--- src/rtl/m68k_bus_ctrl.sv ---
// 68000 bus controller: address decode into EEPROM/RAM/peripheral selects,
// DTACK wait-state or external acknowledge, BERR generation, boot overlay.
module m68k_bus_ctrl #(
  parameter int             NCS         = 4,
  parameter logic [10:0]    CS_BASE     = 11'h700,
  parameter int             CS_PAGES    = 8,
  parameter int             WS_EEPROM   = 4,
  parameter int             WS_RAM      = 1,
  parameter int             WS_CS       = 2,
  parameter logic [NCS-1:0] EXT_DTACK   = '0,
  parameter bit             EEPROM_WP   = 1'b1,
  parameter int             BERR_CYCLES = 255
) (
  input  logic           clk50,
  input  logic           reset,
  input  logic           as_n,
  input  logic           uds_n,
  input  logic           lds_n,
  input  logic           rw,
  input  logic [10:0]    addr,
  input  logic           boot,
  input  logic           dtack_trig,
  output logic           dtack_n,
  output logic           berr_n,
  output logic           oe_n,
  output logic           ram_ce_n,
  output logic           eeprom_uds_n,
  output logic           eeprom_lds_n,
  output logic [NCS-1:0] cs
);

  localparam int              TW       = $clog2(BERR_CYCLES + 1);
  localparam int              PSH      = $clog2(CS_PAGES);
  localparam logic [11:0]     CS_SPAN  = 12'(NCS * CS_PAGES);
  localparam logic [TW-1:0]   TMO_LAST = TW'(BERR_CYCLES - 1);
  localparam logic [TW-1:0]   TMO_MAX  = '1;

  typedef enum logic [1:0] {S_IDLE, S_WAIT, S_ACK, S_BERR} state_t;
  typedef enum logic [1:0] {RG_NONE, RG_RAM, RG_EEP, RG_CS} region_t;

  logic [1:0] r_as_sy, r_uds_sy, r_lds_sy, r_trig_sy;
  logic       w_as_s, w_uds_s, w_lds_s, w_trig_s;

  state_t        r_st, w_st_nxt;
  region_t       r_rgn, w_rgn_nxt, w_rgn;
  logic [2:0]    r_k, w_k_nxt, w_k;
  logic          r_rw, w_rw_nxt;
  logic          r_err, w_err_nxt, w_err;
  logic [3:0]    r_cnt, w_cnt_nxt, w_ws;
  logic [TW-1:0] r_tmo, w_tmo_nxt;
  logic          r_ovl, w_ovl_nxt;

  logic          w_ovl, w_in_cs, w_ext, w_en;
  logic [11:0]   w_off;
  logic          w_dtack_d, w_berr_d, w_oe_d, w_ram_d, w_euds_d, w_elds_d;
  logic [NCS-1:0] w_cs_d;

  always_ff @(posedge clk50) begin
    if (reset) begin
      r_as_sy   <= 2'b11;
      r_uds_sy  <= 2'b11;
      r_lds_sy  <= 2'b11;
      r_trig_sy <= 2'b00;
    end else begin
      r_as_sy   <= {r_as_sy[0], as_n};
      r_uds_sy  <= {r_uds_sy[0], uds_n};
      r_lds_sy  <= {r_lds_sy[0], lds_n};
      r_trig_sy <= {r_trig_sy[0], dtack_trig};
    end
  end

  assign w_as_s   = r_as_sy[1];
  assign w_uds_s  = r_uds_sy[1];
  assign w_lds_s  = r_lds_sy[1];
  assign w_trig_s = r_trig_sy[1];

  // Address decode; boot strap takes effect immediately, before r_ovl catches up.
  assign w_ovl   = r_ovl | boot;
  assign w_off   = {1'b0, addr} - {1'b0, CS_BASE};
  assign w_in_cs = (addr >= CS_BASE) && (w_off < CS_SPAN);
  assign w_k     = w_off[PSH +: 3];

  always_comb begin
    w_rgn = RG_NONE;
    w_ws  = '0;
    if (addr >= 11'h780 || (w_ovl && rw && addr < 11'd8)) begin
      w_rgn = RG_EEP;
      w_ws  = 4'(WS_EEPROM);
    end else if (w_in_cs) begin
      w_rgn = RG_CS;
      w_ws  = 4'(WS_CS);
    end else if (addr < 11'h400) begin
      w_rgn = RG_RAM;
      w_ws  = 4'(WS_RAM);
    end
    w_err = (w_rgn == RG_NONE) || (w_rgn == RG_EEP && !rw && EEPROM_WP);
  end

  always_comb begin
    w_ext = 1'b0;
    for (int i = 0; i < NCS; i++)
      if (r_k == 3'(i)) w_ext = EXT_DTACK[i];
    w_ext = w_ext && (r_rgn == RG_CS);
  end

  always_ff @(posedge clk50) begin
    if (reset) begin
      r_st  <= S_IDLE;
      r_rgn <= RG_NONE;
      r_k   <= '0;
      r_rw  <= 1'b1;
      r_err <= 1'b0;
      r_cnt <= '0;
      r_tmo <= '0;
      r_ovl <= 1'b1;
    end else begin
      r_st  <= w_st_nxt;
      r_rgn <= w_rgn_nxt;
      r_k   <= w_k_nxt;
      r_rw  <= w_rw_nxt;
      r_err <= w_err_nxt;
      r_cnt <= w_cnt_nxt;
      r_tmo <= w_tmo_nxt;
      r_ovl <= w_ovl_nxt;
    end
  end

  // Timeout outranks a same-cycle acknowledge; abort outranks a late acknowledge.
  always_comb begin
    w_st_nxt  = r_st;
    w_rgn_nxt = r_rgn;
    w_k_nxt   = r_k;
    w_rw_nxt  = r_rw;
    w_err_nxt = r_err;
    w_cnt_nxt = r_cnt;
    w_tmo_nxt = r_tmo;
    w_ovl_nxt = r_ovl | boot;
    unique case (r_st)
      S_IDLE: if (!w_as_s && (!w_uds_s || !w_lds_s)) begin
        w_st_nxt  = S_WAIT;
        w_rgn_nxt = w_err ? RG_NONE : w_rgn;
        w_k_nxt   = w_k;
        w_rw_nxt  = rw;
        w_err_nxt = w_err;
        w_cnt_nxt = w_ws;
        w_tmo_nxt = '0;
        if (!rw && !boot) w_ovl_nxt = 1'b0;
      end
      S_WAIT: begin
        if (r_tmo != TMO_MAX) w_tmo_nxt = r_tmo + 1'b1;
        if (r_err || r_tmo == TMO_LAST) w_st_nxt = S_BERR;
        else if (w_as_s)                w_st_nxt = S_IDLE;
        else if (r_cnt != '0)           w_cnt_nxt = r_cnt - 1'b1;
        else if (!w_ext || w_trig_s)    w_st_nxt = S_ACK;
      end
      default: if (w_as_s) w_st_nxt = S_IDLE;
    endcase
  end

  // Outputs are decoded from the next state so they register on the same edge.
  always_comb begin
    w_en      = (w_st_nxt == S_WAIT) || (w_st_nxt == S_ACK);
    w_dtack_d = (w_st_nxt != S_ACK);
    w_berr_d  = (w_st_nxt != S_BERR);
    w_oe_d    = !(w_en && w_rgn_nxt != RG_NONE && w_rw_nxt);
    w_ram_d   = !(w_en && w_rgn_nxt == RG_RAM);
    w_euds_d  = (w_en && w_rgn_nxt == RG_EEP) ? w_uds_s : 1'b1;
    w_elds_d  = (w_en && w_rgn_nxt == RG_EEP) ? w_lds_s : 1'b1;
    for (int i = 0; i < NCS; i++)
      w_cs_d[i] = w_en && (w_rgn_nxt == RG_CS) && (w_k_nxt == 3'(i));
  end

  always_ff @(posedge clk50) begin
    if (reset) begin
      dtack_n      <= 1'b1;
      berr_n       <= 1'b1;
      oe_n         <= 1'b1;
      ram_ce_n     <= 1'b1;
      eeprom_uds_n <= 1'b1;
      eeprom_lds_n <= 1'b1;
      cs           <= '0;
    end else begin
      dtack_n      <= w_dtack_d;
      berr_n       <= w_berr_d;
      oe_n         <= w_oe_d;
      ram_ce_n     <= w_ram_d;
      eeprom_uds_n <= w_euds_d;
      eeprom_lds_n <= w_elds_d;
      cs           <= w_cs_d;
    end
  end

endmodule

--- config.mk ---
export PLATFORM = sky130hd
export DESIGN_NAME = m68k_bus_ctrl
export DESIGN_NICKNAME = d
export VERILOG_FILES = /design/src/rtl/m68k_bus_ctrl.sv
export SDC_FILE = /design/constraint.sdc
export NUM_CORES = 1
export LEC_CHECK = 0
export ABC_CLOCK_PERIOD_IN_PS = 2600
export CORE_MARGIN = 5
export CORE_UTILIZATION = 40
export CTS_CLUSTER_SIZE = 10
export DETAILED_ROUTE_END_ITERATION = 16
export GPL_TIMING_DRIVEN = 0
export HOLD_SLACK_MARGIN = 0.08
export MAX_ROUTING_LAYER = met4
export SETUP_SLACK_MARGIN = 0.02
export SLEW_MARGIN = 10
export SYNTH_ARGS = -nofsm -noshare
export SYNTH_HDL_FRONTEND = slang
export SYNTH_SLANG_ARGS = --single-unit
--- constraint.sdc ---
create_clock -name clk50 -period 2.6 [get_ports clk50]
set_input_delay 0.26 -clock clk50 [delete_from_list [all_inputs] [get_ports clk50]]
set_output_delay 0.26 -clock clk50 [all_outputs]
set_load 0.02 [all_outputs]
## Yosys cells after proc, flatten, opt, wreduce, memory -nomap -nowiden

Cells that the tools add are included.

- Register bits after elaboration: 38
- Input bits: 19
- Output and inout port bits: 10
- Word-level logic and storage cells: 114

- $add $sub $neg: 3
- Magnitude comparators: 5
- Equal/unequal tests: 19
- Multiplexer cells: 30
- Bitwise operators: 2
- Reductions and logical operators: 37

Operators by type and width:

| cell | number |
|---|---|
| $ge 11x11->1 const B | 2 |
| $mux 2 | 11 |
| $mux 4 | 5 |
| $mux 8 | 2 |
| $pmux 8 s2 | 1 |
| $logic_and 1x1->1 | 15 |
| $ne 2x2->1 const B | 7 |
| $lt 12x6->1 const B | 1 |
| $sub 11x11->12 const B | 1 |
| $lt 11x11->1 const B | 1 |
| $lt 11x4->1 const B | 1 |
| $add 8x1->8 const B | 1 |
| $eq 2x2->1 const B | 4 |
| $eq 8x8->1 const B | 1 |
| $ne 8x8->1 const B | 1 |
| $pmux 4 s2 | 1 |
| $logic_not 1->1 | 7 |
| $mux 1 | 7 |
| $eq 2x1->1 const B | 3 |
| $eq 3x2->1 const B | 2 |
| $mux 3 | 2 |
| $logic_or 1x1->1 | 5 |
| $reduce_and 5->1 | 1 |
| $logic_not 2->1 | 2 |
| other kinds (11) | 12 |

## Depth between registers and ports, before layout

- Depth after elaboration: 15
- Depth in mapped cells: 10
- Mapped depth without buffers: 10

## Least setup slack after synthesis

OpenSTA, ideal clock, no wires.

- Path type: register -> register
- Start point: register r_cnt[0]
- End point: register eeprom_lds_n
- Setup time: 0.134 ns
- Arrival time: 1.955 ns
- Required time: 2.466 ns
- Setup slack: 0.511 ns
- Stages on the path, launching flop included: 10
- Buffers on the path: 0
- Clock period less this slack: 2.089 ns
- Cells stage by stage: dfxtp_1 > inv_1 > ha_1 > nor3b_1 > nand2b_1 > a21oi_1 > o21ai_0 > ha_1 > nand2_1 > or4_1

- Word-level cells in the longest chain between the ends: 10
- Elaborated cells between the ends (all ways): 11
- Classes of those cells: eq/ne: 2; mux: 4; bitwise: 1; reduce/logical: 4

Ends and longest elaborated chain:

| item | line | source |
|---|---|---|
| start: declaration | 49 | `logic [3:0] r_cnt, w_cnt_nxt, w_ws;` |
| start signal: assignment | 122 | `r_cnt <= w_cnt_nxt;` |
| $reduce_bool 4->1 * | 153 | `else if (r_cnt != '0) w_cnt_nxt = r_cnt - 1'b1;` |
| $mux 2 * | 153 |  |
| $mux 2 * | 152 | `else if (w_as_s) w_st_nxt = S_IDLE;` |
| $mux 2 * | 151 | `if (r_err \|\| r_tmo == TMO_LAST) w_st_nxt = S_BERR;` |
| $pmux 2 s2 * | 138 | `unique case (r_st)` |
| net w_st_nxt[0] | 44 | `state_t r_st, w_st_nxt;` |
| $eq 2x1->1 / $eq 2x2->1 (equally long branches) | 162 | `w_en = (w_st_nxt == S_WAIT) \|\| (w_st_nxt == S_ACK);` |
| $logic_or 1x1->1 * | 162 |  |
| $logic_and 1x1->1 * | 168 | `w_elds_d = (w_en && w_rgn_nxt == RG_EEP) ? w_lds_s : 1'b1;` |
| $not 1->1 (no line) * | -- |  |
| $reduce_or 2->1 (no line) * | -- |  |
| end signal: assignment | 188 | `eeprom_lds_n <= w_elds_d;` |
| end: declaration | 28 | `output logic eeprom_lds_n,` |

The timed path passes the listed nets; every way through them passes the cells marked *.
A chain may end at the register's enable or synchronous reset.

## Final worst setup path

- Start point: register r_cnt[0]
- End point: register cs[3]

- Word-level cells in the longest chain between the ends: 9
- Elaborated cells between the ends (all ways): 10
- Classes of those cells: eq/ne: 2; mux: 4; reduce/logical: 4

Ends and longest elaborated chain:

| item | line | source |
|---|---|---|
| $reduce_bool 4->1 * | 153 |  |
| $mux 2 * | 153 |  |
| $mux 2 * | 152 |  |
| $mux 2 * | 151 |  |
| $pmux 2 s2 * | 138 |  |
| net w_st_nxt[0] | 44 |  |
| $eq 2x1->1 / $eq 2x2->1 (equally long branches) | 162 |  |
| $logic_or 1x1->1 * | 162 |  |
| $logic_and 1x1->1 * (2 in a row) | 170 | `w_cs_d[i] = w_en && (w_rgn_nxt == RG_CS) && (w_k_nxt == 3'(i));` |
| end signal: assignment | 189 | `cs <= w_cs_d;` |
| end: declaration | 29 | `output logic [NCS-1:0] cs` |

Marks and branches as above.

==> summary.md <==
| Metric | Value |
|---|---|
| Hold_ws | `0.400 ns` |
| DRC viols | `0` |
| CTS Hold Bufs | `0` |
| Clock-pin transition on the worst setup and hold timing paths | `0.07 ns` |
| Placed wire-length estimate | `2.82 mm` |
| Max Fclk | `440 MHz` |
| Synth unique cells | `38` |
| Pwr/cell area | `590 nW/um^2` |
| Synthesized area | `1720 sq um` |
| Worst flop-to-flop path endpoint | `cs[3]$_SDFF_PP0_` |
| Clock sinks | `38` |
| Top cells by count, synth | `38 x dfxtp_1, 19 x nand2_1, 17 x nor2_1` |
| Worst Path Arrival | `2.48 ns` |
| First-pass GRT wire length | `6.02 mm` |
| Setup crit start kind | `flip-flop` |
| Final Max Slew Viols | `0` |
| Worst slew pin tran | `0.558 ns` |
| Starting Density | `0.420` |
| Overall die height | `75.5 um` |
| Syn Area/Cell | `8.59 sq um` |
| DR vias | `1523` |
| Setup TNS | `0 ns` |
| # Post-CTS Setup Buffers | `0` |
| CP startpoint | `r_cnt[0]$_SDFFE_PP0P_` |
| Global placer's final weighted congestion | `0.809` |
| Leak pwr | `0.776 nW` |
| Flops & latches, synth | `38` |
| IO Count | `29` |
| Max-Cap Viols | `0` |
| Max VDD drop | `0.315 mV` |
| Tmin final | `2.27 ns` |
| Final Setup Violations | `0` |
| Post-Layout Cell Count | `281` |
| Largest net degree at the start of global routing | `13` |
| Rows | `23` |
| Status | `complete, no violations` |
| Root Driver | `clkbuf_8` |
| Dominant synthesized flop cell | `dfxtp_1` |
| Number of hold violations in the final report | `0` |
| RSZ-0062 raised after global routing | `false` |
| H-tree lvl count | `2` |
| Yosys top cell area share | `0.443` |
| Initial antenna violation count | `0` |
| HP Class | `in -> reg` |
| Reg2reg setup slack | `0.33 ns` |
| Number of global-route vias before repair | `1324` |
| Crit Path Class | `reg -> reg` |
| GRT overflow | `0` |
| Top cells by area, synth | `dfxtp_1 44%, ha_1 4.4%, nand2_1 4.2%, nor3_1 4.1%, nor2_1 3.7%` |
| Layout area overhead | `26.0%` |
| Number of synthesized flops with an enable pin | `0` |
| Final net count | `255` |
| Share of flip-flops with an asynchronous set or reset | `0` |
| Clock skew | `0.00543 ns` |
| CTS tree | `built` |
| WL final | `3.74 mm` |
| Gate Count Post-Synth | `200` |
| Cts bufs inserted | `5` |
| Post-Syn Nets | `225` |
| # diodes | `0` |
| Ys Warns | `0` |
| Max clock buf depth | `2` |
| Routed len/inst | `13.3 um` |
| Worst rel slew slack | `0.628` |
| Setup crit end kind | `flip-flop` |
| Die W | `75.5 um` |
| Die area | `5710 sq um` |
| Via-to-Cell Ratio | `5.42` |
| 1st-pass router iterations | `4` |
| Most common cell in the synthesized netlist | `dfxtp_1` |
| Dominant cell type by area after synthesis | `dfxtp_1` |
| Share of cells above drive strength 1 | `0.0952` |
| Final Cycle Share | `0.873` |
| CP Max Fanout | `5` |
| Detail Route Antenna Nets | `0` |
| DR iter-0 viols | `120` |
| Clock Latency Late Sink | `0.29 ns` |
| Dpl cells | `273` |
| Critical Path Sink | `cs[3]$_SDFF_PP0_` |
| Core Area | `4090 sq um` |
| Critical Path RT | `2.81 ns` |
| FF-to-FF path depth | `10` |
| IO buf count | `23` |
| Worst r2r src | `r_cnt[0]$_SDFFE_PP0P_` |
| Total Routing Usage GR | `0.146` |
| Register area share after synthesis | `0.443` |
## critical path, cell delays in order, from the launching register on
cell	delay (ns)
dfxtp_1	0.36
inv_1	0.07
ha_1	0.19
nor3b_4	0.28
nand2b_1	0.08
a21oi_1	0.14
o21ai_1	0.11
ha_1	0.32
nor2b_1	0.23
o21ai_1	0.20
nor3_1	0.22
## metrics by stage
| step | instance area, sq um | total power, mW | setup slack, ns | utilization |
|---|---|---|---|---|
| 2_1_floorplan | 1720 | 0.636 | 0.511 | - |
| 3_3_place_gp | 2010 | 0.670 | 0.111 | 0.492 |
| 3_5_place_dp | 2010 | 0.672 | 0.0106 | 0.492 |
| 4_1_cts | 2160 | 1.29 | 0.156 | 0.528 |
| 5_1_grt | 2160 | 1.32 | 0.0656 | 0.530 |
| 6_report | 2160 | 1.28 | 0.330 | 0.530 |
## routing by layer
layer	routed length [um]	track usage
met5	0	-
met4	65	0.0660
met3	247	0.0409
met2	1700	0.215
met1	1730	0.186
## cell type report
cell class / count / area, sq um
fill: 373 / 1920
multi-input combinational: 144 / 898
sequential: 38 / 761
timing repair buffer: 23 / 230
clock buffer: 6 / 82.6
tap: 50 / 62.6
clock inverter: 2 / 60.1
inverter: 11 / 41.3
buffer: 7 / 28.8
## worst min path at each step
stage | start | to | slack [ns] | cells after the start
final | reset | r_uds_sy[0]$_SDFF_PP1_ | 0.40 | 2
after global routing | r_as_sy[0]$_SDFF_PP1_ | r_as_sy[1]$_SDFF_PP1_ | 0.43 | 1
after CTS | reset | r_uds_sy[0]$_SDFF_PP1_ | 0.40 | 2
after detailed placement | r_lds_sy[0]$_SDFF_PP1_ | r_lds_sy[1]$_SDFF_PP1_ | 0.39 | 1
after global placement | r_uds_sy[0]$_SDFF_PP1_ | r_uds_sy[1]$_SDFF_PP1_ | 0.39 | 1
after floorplan | boot | r_ovl$_SDFF_PP1_ | 0.35 | 2
## what timing repair did
| item | 4_1_cts | 5_1_grt |
|---|---|---|
| endpoints found under the setup margin | 1 | 4 |
| pin swaps | 0 | 0 |
| gates resized for setup | 1 | 3 |
## flip-flops by register name, indices dropped and copies added, names as in the netlist, 2 cells and up
name / flops
r_cnt: 4
r_st: 2
r_lds_sy: 2
r_rgn: 2
r_tmo: 8
r_as_sy: 2
cs: 4
r_uds_sy: 2
r_k: 3
## kinds of logic after synthesis
| family | Yosys count | synth area share |
|---|---|---|
| and+or+nand+nor | 96 | 0.309 |
| xor gates and xnor gates | 6 | 0.0306 |
| buffers and inverters | 18 | 0.0408 |
| muxes | 1 | 0.00583 |
| DFF | 38 | 0.443 |
| AOI/OAI and AO/OA | 35 | 0.127 |
| adders and majority gates | 6 | 0.0437 |
## layout by cell type, fill, tap and decap left out, types with 2 or more instances in the layout
cell / instances
dfxtp_1: 38
clkdlybuf4s50_1: 23
nand2_1: 19
nor2_1: 17
nor3_1: 14
a21oi_1: 11
inv_1: 10
nand3_1: 9
or2_2: 7
a31oi_1: 7
xnor2_1: 6
or4_1: 6
ha_1: 6
clkbuf_8: 6
and2_1: 5
clkbuf_1: 5
o21ai_0: 5
nand2b_1: 3
o21ai_1: 3
nor3b_1: 3
buf_2: 2
o21bai_1: 2
nor2b_1: 2
o2111ai_1: 2
nor4_1: 2
bufinv_16: 2
## power by group
group | internal [mW] | leakage [nW] | switching (mW)
combinational | 0.0328 | 0.396 | 0.0340
sequential | 0.589 | 0.308 | 0.00425
clock | 0.409 | 0.0714 | 0.207
total | 1.03 | 0.776 | 0.245
Power figures use the tool's default switching activity.
